File: src/rtl/interpreter_comm_pkg.sv
// rtl/interpreter_comm_pkg.sv - shared types and sizing helpers for the interpreter output channel
package interpreter_comm_pkg;

  typedef enum logic [1:0] {IDLE, SETUP, STROBE, HOLD} comm_state_t;

  localparam int COMM_DATA_W_DEF = 15;
  localparam int COMM_DEPTH_DEF  = 8;

  // Bits needed to hold the values 0..max_val (never less than one bit)
  function automatic int comm_width(input int max_val);
    return (max_val < 2) ? 1 : $clog2(max_val + 1);
  endfunction

endpackage

File: src/rtl/interpreter_comm_fifo_sync.sv
// rtl/interpreter_comm_fifo_sync.sv - power-of-two synchronous FIFO with wrap-bit pointers
module comm_sync_fifo
  import interpreter_comm_pkg::*;
#(
  parameter int DATA_W = COMM_DATA_W_DEF,
  parameter int DEPTH  = COMM_DEPTH_DEF,
  parameter int CNT_W  = comm_width(DEPTH)
) (
  input  logic              clk,
  input  logic              reset,
  input  logic              push,
  input  logic [DATA_W-1:0] push_data,
  input  logic              pop,
  output logic              full,
  output logic              empty,
  output logic [CNT_W-1:0]  count,
  output logic [DATA_W-1:0] head
);

  localparam int AW = $clog2(DEPTH);

  logic [DATA_W-1:0] mem [DEPTH];
  logic [AW:0]       wr_ptr;
  logic [AW:0]       rd_ptr;
  logic              do_push;
  logic              do_pop;

  // Equal indices with differing wrap bits means every slot is occupied
  assign full    = (wr_ptr[AW] != rd_ptr[AW]) && (wr_ptr[AW-1:0] == rd_ptr[AW-1:0]);
  assign empty   = (wr_ptr == rd_ptr);
  assign count   = CNT_W'(wr_ptr - rd_ptr);
  assign head    = mem[rd_ptr[AW-1:0]];
  assign do_pop  = pop && !empty;
  assign do_push = push && (!full || do_pop);

  // Pointer advance; reset flushes by realigning the pointers
  always_ff @(posedge clk) begin
    if (reset) begin
      wr_ptr <= '0;
      rd_ptr <= '0;
    end else begin
      if (do_push) wr_ptr <= wr_ptr + 1'b1;
      if (do_pop)  rd_ptr <= rd_ptr + 1'b1;
    end
  end

  // Storage write; contents need no reset because the pointers gate visibility
  always_ff @(posedge clk) begin
    if (do_push) mem[wr_ptr[AW-1:0]] <= push_data;
  end

endmodule

File: src/rtl/interpreter_comm_fifo.sv
// rtl/interpreter_comm_fifo.sv - buffered COM-load capture and strobed replay to the interpreter
module interpreter_comm_fifo
  import interpreter_comm_pkg::*;
#(
  parameter int DATA_W     = COMM_DATA_W_DEF,
  parameter int DEPTH      = COMM_DEPTH_DEF,
  parameter bit USE_ACK    = 1'b0,
  parameter int SETUP_CYC  = 2,
  parameter int STROBE_CYC = 4,
  parameter int HOLD_CYC   = 2
) (
  input  logic                         clk,
  input  logic                         reset,
  input  logic                         MemtoReg,
  input  logic                         COM,
  input  logic [31:0]                  ReadData,
  input  logic                         ack_in,
  input  logic                         clear_ovf,
  output logic [DATA_W-1:0]            data_out,
  output logic                         strobe_out,
  output logic [comm_width(DEPTH)-1:0] count,
  output logic                         busy,
  output logic                         overflow
);

  localparam int CNT_W   = comm_width(DEPTH);
  localparam int MAX_CYC = (SETUP_CYC > STROBE_CYC)
                         ? ((SETUP_CYC > HOLD_CYC) ? SETUP_CYC : HOLD_CYC)
                         : ((STROBE_CYC > HOLD_CYC) ? STROBE_CYC : HOLD_CYC);
  localparam int CYC_W   = comm_width(MAX_CYC);

  comm_state_t       state;
  logic [CYC_W-1:0]  cyc_cnt;
  logic              evt_q;
  logic              evt;
  logic              pop_en;
  logic              fifo_full;
  logic              fifo_empty;
  logic [DATA_W-1:0] fifo_head;
  logic              hold_done;
  logic              unused_read_bits;

  // Only the low DATA_W bits travel; the rest of the read bus is deliberately dropped
  assign unused_read_bits = ^ReadData;

  assign evt       = MemtoReg && COM && !evt_q;
  assign pop_en    = (state == STROBE) && (USE_ACK ? ack_in : (cyc_cnt == '0));
  assign hold_done = (cyc_cnt == '0) && (!USE_ACK || !ack_in);
  assign busy      = (state != IDLE) || !fifo_empty;

  comm_sync_fifo #(
    .DATA_W (DATA_W),
    .DEPTH  (DEPTH),
    .CNT_W  (CNT_W)
  ) u_fifo (
    .clk       (clk),
    .reset     (reset),
    .push      (evt),
    .push_data (ReadData[DATA_W-1:0]),
    .pop       (pop_en),
    .full      (fifo_full),
    .empty     (fifo_empty),
    .count     (count),
    .head      (fifo_head)
  );

  // Rising-edge detect so a load held across several cycles pushes once
  always_ff @(posedge clk) begin
    if (reset) evt_q <= 1'b0;
    else       evt_q <= MemtoReg && COM;
  end

  // Sticky drop flag; a drop in the same cycle as clear wins
  always_ff @(posedge clk) begin
    if (reset)                           overflow <= 1'b0;
    else if (evt && fifo_full && !pop_en) overflow <= 1'b1;
    else if (clear_ovf)                  overflow <= 1'b0;
  end

  // Transfer sequencer: present word, strobe it, then enforce the low gap
  always_ff @(posedge clk) begin
    if (reset) begin
      state      <= IDLE;
      cyc_cnt    <= '0;
      data_out   <= '0;
      strobe_out <= 1'b0;
    end else begin
      case (state)
        IDLE: begin
          if (!fifo_empty) begin
            data_out <= fifo_head;
            cyc_cnt  <= CYC_W'(SETUP_CYC - 1);
            state    <= SETUP;
          end
        end
        SETUP: begin
          if (cyc_cnt == '0) begin
            strobe_out <= 1'b1;
            cyc_cnt    <= CYC_W'(STROBE_CYC - 1);
            state      <= STROBE;
          end else begin
            cyc_cnt <= cyc_cnt - 1'b1;
          end
        end
        STROBE: begin
          if (pop_en) begin
            strobe_out <= 1'b0;
            cyc_cnt    <= CYC_W'(HOLD_CYC - 1);
            state      <= HOLD;
          end else if (cyc_cnt != '0) begin
            cyc_cnt <= cyc_cnt - 1'b1;
          end
        end
        HOLD: begin
          if (hold_done) begin
            if (!fifo_empty) begin
              data_out <= fifo_head;
              cyc_cnt  <= CYC_W'(SETUP_CYC - 1);
              state    <= SETUP;
            end else begin
              state <= IDLE;
            end
          end else if (cyc_cnt != '0) begin
            cyc_cnt <= cyc_cnt - 1'b1;
          end
        end
        default: state <= IDLE;
      endcase
    end
  end

endmodule

File: config.mk
export PLATFORM = sky130hd
export DESIGN_NAME = interpreter_comm_fifo
export DESIGN_NICKNAME = d
export VERILOG_FILES = /design/src/rtl/interpreter_comm_pkg.sv /design/src/rtl/interpreter_comm_fifo_sync.sv /design/src/rtl/interpreter_comm_fifo.sv
export SDC_FILE = /design/constraint.sdc
export NUM_CORES = 1
export LEC_CHECK = 0
export CORE_ASPECT_RATIO = 1.25
export CORE_MARGIN = 2
export CORE_UTILIZATION = 51
export DETAILED_ROUTE_END_ITERATION = 7
export PLACE_DENSITY = 0.75
export SETUP_SLACK_MARGIN = 0.15
export SYNTH_ARGS = -nofsm -noshare
export SYNTH_HDL_FRONTEND = slang
export SYNTH_SLANG_ARGS = --single-unit
File: constraint.sdc
create_clock -name clk -period 2.8 [get_ports clk]
set_input_delay 0.28 -clock clk [delete_from_list [all_inputs] [get_ports clk]]
set_output_delay 0.28 -clock clk [all_outputs]
set_load 0.02 [all_outputs]
==> results_tabular.tex <==
\begin{tabular}{lr}
\hline
Metric & Value \\
\hline
\multicolumn{2}{l}{\textbf{CTS}} \\
CTS buffer count & 17 \\
Root buffer cell & clkbuf\_16 \\
Skew-Pair Late Insertion Delay & 420 ps \\
Clock edge transition at the registers on the reported setup and hold paths & 60 ps \\
Total setup buffers inserted after CTS & 0 \\
Clock H-tree levels & 4 \\
Num Clock Sinks & 154 \\
Post-cts hold buffer count & 0 \\
TritonCTS clock tree & built \\
Buffer depth of the longest clock path & 2 \\
\# resized after CTS & 2 \\
\multicolumn{2}{l}{\textbf{Timing}} \\
Fin crit period & 2530 ps \\
Transition time at the pin with the least slew margin & 942 ps \\
Unrepaired setup endpoints after global routing & no \\
Number of failing hold endpoints at the final stage & 0 \\
Setup violations, final & 0 \\
Fmax & 0.396 GHz \\
Final worst slack & 272 ps \\
Tightest slew margin relative to the limit & 0.372 \\
Setup total negative slack & 0 ps \\
Worst Skew & 8.61 ps \\
Slew Viols, Final & 0 \\
Share of the clock period used by the worst path after layout & 0.903 \\
\multicolumn{2}{l}{\textbf{Finish}} \\
Most common cell after layout, fill and taps aside & edfxtp\_1 \\
Diode count & 0 \\
Number of nets at the end of the flow & 453 \\
Fraction of final layout cells with drive strength greater than 1 & 0.246 \\
Total of fill cells in the finished design & 829 \\
Final standard cell count with taps included and fillers excluded & 575 \\
Area delta synth->final & 20.5\% \\
Final Util & 0.634 \\
Commonest cells after routing, fill and taps aside & 120 x edfxtp\_1, 39 x clkdlybuf4s50\_1, 31 x dfxtp\_1, 30 x mux4\_2, 17 x clkbuf\_16 \\
\multicolumn{2}{l}{\textbf{Floorplan}} \\
Initial Utilization & 0.526 \\
Die Wd & 102 um \\
Area inside the core boundary & 11700 um\^{}2 \\
Top-level port count & 60 \\
DIE HEIGHT & 127 um \\
Std-Cell Rows & 44 \\
Area of the die & 12900 um\^{}2 \\
\multicolumn{2}{l}{\textbf{Global route}} \\
GRT Total Usage & 0.192 \\
Antenna violations before repair & 0 \\
Remaining Overflow, GRT & 0 \\
First-pass GRT wire length & 17700 um \\
Number of global-route vias before repair & 3276 \\
Largest net degree at the start of global routing & 31 \\
\multicolumn{2}{l}{\textbf{Job}} \\
\# Max-Cap Violations & 0 \\
\multicolumn{2}{l}{\textbf{Synthesis}} \\
Post-synthesis net count & 393 \\
Dominant cells by area after synthesis & edfxtp\_1 59\%, dfxtp\_1 11\%, mux4\_2 11\% \\
Syn avg cell area & 18.0 um\^{}2 \\
Portion of synthesized cell area occupied by the leading cell type & 0.587 \\
Synth warn & 0 \\
Number of flops mapped to enable cells by yosys & 120 \\
Post-synthesis async set-or-reset flop share & 0 \\
Synth Cell Area & 6140 um\^{}2 \\
Synthesized instance count & 341 \\
Sequential cell area fraction in the yosys report & 0.698 \\
Dominant register cell in the synthesized netlist & edfxtp\_1 \\
Count of state elements after synthesis & 154 \\
Leading area contributor after synthesis & edfxtp\_1 \\
Yosys cell types & 50 \\
\multicolumn{2}{l}{\textbf{Placed design}} \\
\# placed instances & 543 \\
HPWL after DPL & 6710 um \\
Weighted congestion at the end of routability-driven global placement & 0.793 \\
Buffers on Ports & 41 \\
DP Worst Slack & 288 ps \\
\multicolumn{2}{l}{\textbf{Detailed routing}} \\
First-pass detailed-route iteration total & 4 \\
Via count & 3193 \\
Number of design rule violations left after detail routing & 0 \\
Routed wire length & 11300 um \\
Number of DRC markers after the initial detailed-route iteration & 303 \\
Post-detailed-route via-to-cell ratio & 5.55 \\
Routed length per instance & 19.6 um \\
Residual antenna-violating net count after detailed routing & 0 \\
\multicolumn{2}{l}{\textbf{Pwr}} \\
Standby leakage power & 0.00248 uW \\
Total Power Consumption & 5630 uW \\
Power density over cell area & 761 nW/um\^{}2 \\
VDD IR-drop max & 545 uV \\
\multicolumn{2}{l}{\textbf{Worst hold path}} \\
Min-delay worst type & input pin to register \\
Startpoint of the worst hold path & COM \\
\multicolumn{2}{l}{\textbf{Worst setup path}} \\
Worst endpoint data arrival time & 2250 ps \\
Crit Path Category & register to primary output \\
Data required time at the worst endpoint & 2520 ps \\
Endpoint type of the worst setup path & primary output \\
Launch instance of the worst register-to-register path & u\_fifo.wr\_ptr[0] \\
Startpoint of the most critical setup path & u\_fifo.wr\_ptr[1] \\
Startpoint type of the worst setup path & register \\
Highest net fanout along the worst path & 7 \\
\multicolumn{2}{l}{\textbf{Run status}} \\
Outcome & finished, final reports clean \\
\hline
\end{tabular}
[synth_stat cells, drive strengths merged, types with 4 or more instances]
library cell  instances
inv                  15
nand2b                4
mux4                 30
edfxtp              120
a21oi                10
clkbuf                5
o21ai                 4
ha                   13
xnor2                 7
buf                   8
a22o                 15
dfxtp                34
nor3                  6
mux2                 16
nand2                 5
nor2                 14
[layout make-up]
class | count | area (um^2) | area share
Clock buffer | 24 | 462 | 0.0624
Inverter | 15 | 56.3 | 0.00761
Tap cell | 161 | 201 | 0.0272
Timing Repair Buffer | 54 | 522 | 0.0705
Sequential cell | 154 | 4290 | 0.580
Clock inverter | 8 | 95.1 | 0.0129
Multi-Input combinational cell | 159 | 1770 | 0.240
[kinds of logic after synthesis]
| group | count (synthesis) | synth area share |
|---|---|---|
| flops | 154 | 0.698 |
| mux | 48 | 0.143 |
| simple gates | 45 | 0.0412 |
| compound gates | 44 | 0.0562 |
| buf+inv | 28 | 0.0192 |
| fa+ha+maj | 14 | 0.0298 |
| xor+xnor | 8 | 0.0126 |
[power breakdown]
| group | total [uW] | internal [uW] | switching, uW | leakage (uW) |
|---|---|---|---|---|
| clock | 2160 | 1330 | 833 | 0.000270 |
| combinational | 858 | 390 | 468 | 0.000845 |
| sequential | 2610 | 2550 | 56.8 | 0.00136 |
[final timing paths]
path                            slack (ps)          endpoint  cells past startpoint
worst min register to register         480      data_out[11]                      1
worst max register to register         440  u_fifo.mem[6][6]                      7
worst max-delay path                   270          count[1]                      4
worst min-delay path                   410             evt_q                      3
[per-layer routing]
| metal | GRT usage | vias up | part of all wire | wire length, um |
|---|---|---|---|---|
| li1 | - | 1473 | - | - |
| met1 | 0.240 | 1625 | 0.42 | 4690 |
| met2 | 0.317 | 78 | 0.52 | 5920 |
| met3 | 0.0606 | 17 | 0.045 | 506 |
| met4 | 0.0627 | 0 | 0.015 | 168 |
| met5 | 0 | - | 0 | 0 |
[sequential cells by signal (all words and copies together) (netlist names), named ones only]
register / count
strobe_out: 1
cyc_cnt: 3
u_fifo.mem: 120
u_fifo.rd_ptr: 4
data_out: 15
state: 2
evt_q: 1
u_fifo.wr_ptr: 4
overflow: 1
[critical path, stage by stage (launching register included)]
cell,delay (ps)
dfxtp_1,480
inv_1,190
fa_1,500
inv_1,70
clkdlybuf4s50_1,590
[per-stage QoR]
| step | hold slack, ps | instance area (um^2) |
|---|---|---|
| CTS | 400 | 7390 |
| finish | 407 | 7400 |
| floorplan | 379 | 6140 |
| detailed placement | 463 | 6840 |
| global placement | 460 | 6840 |
| global route | 449 | 7400 |
Power figures use the tool's default switching activity.
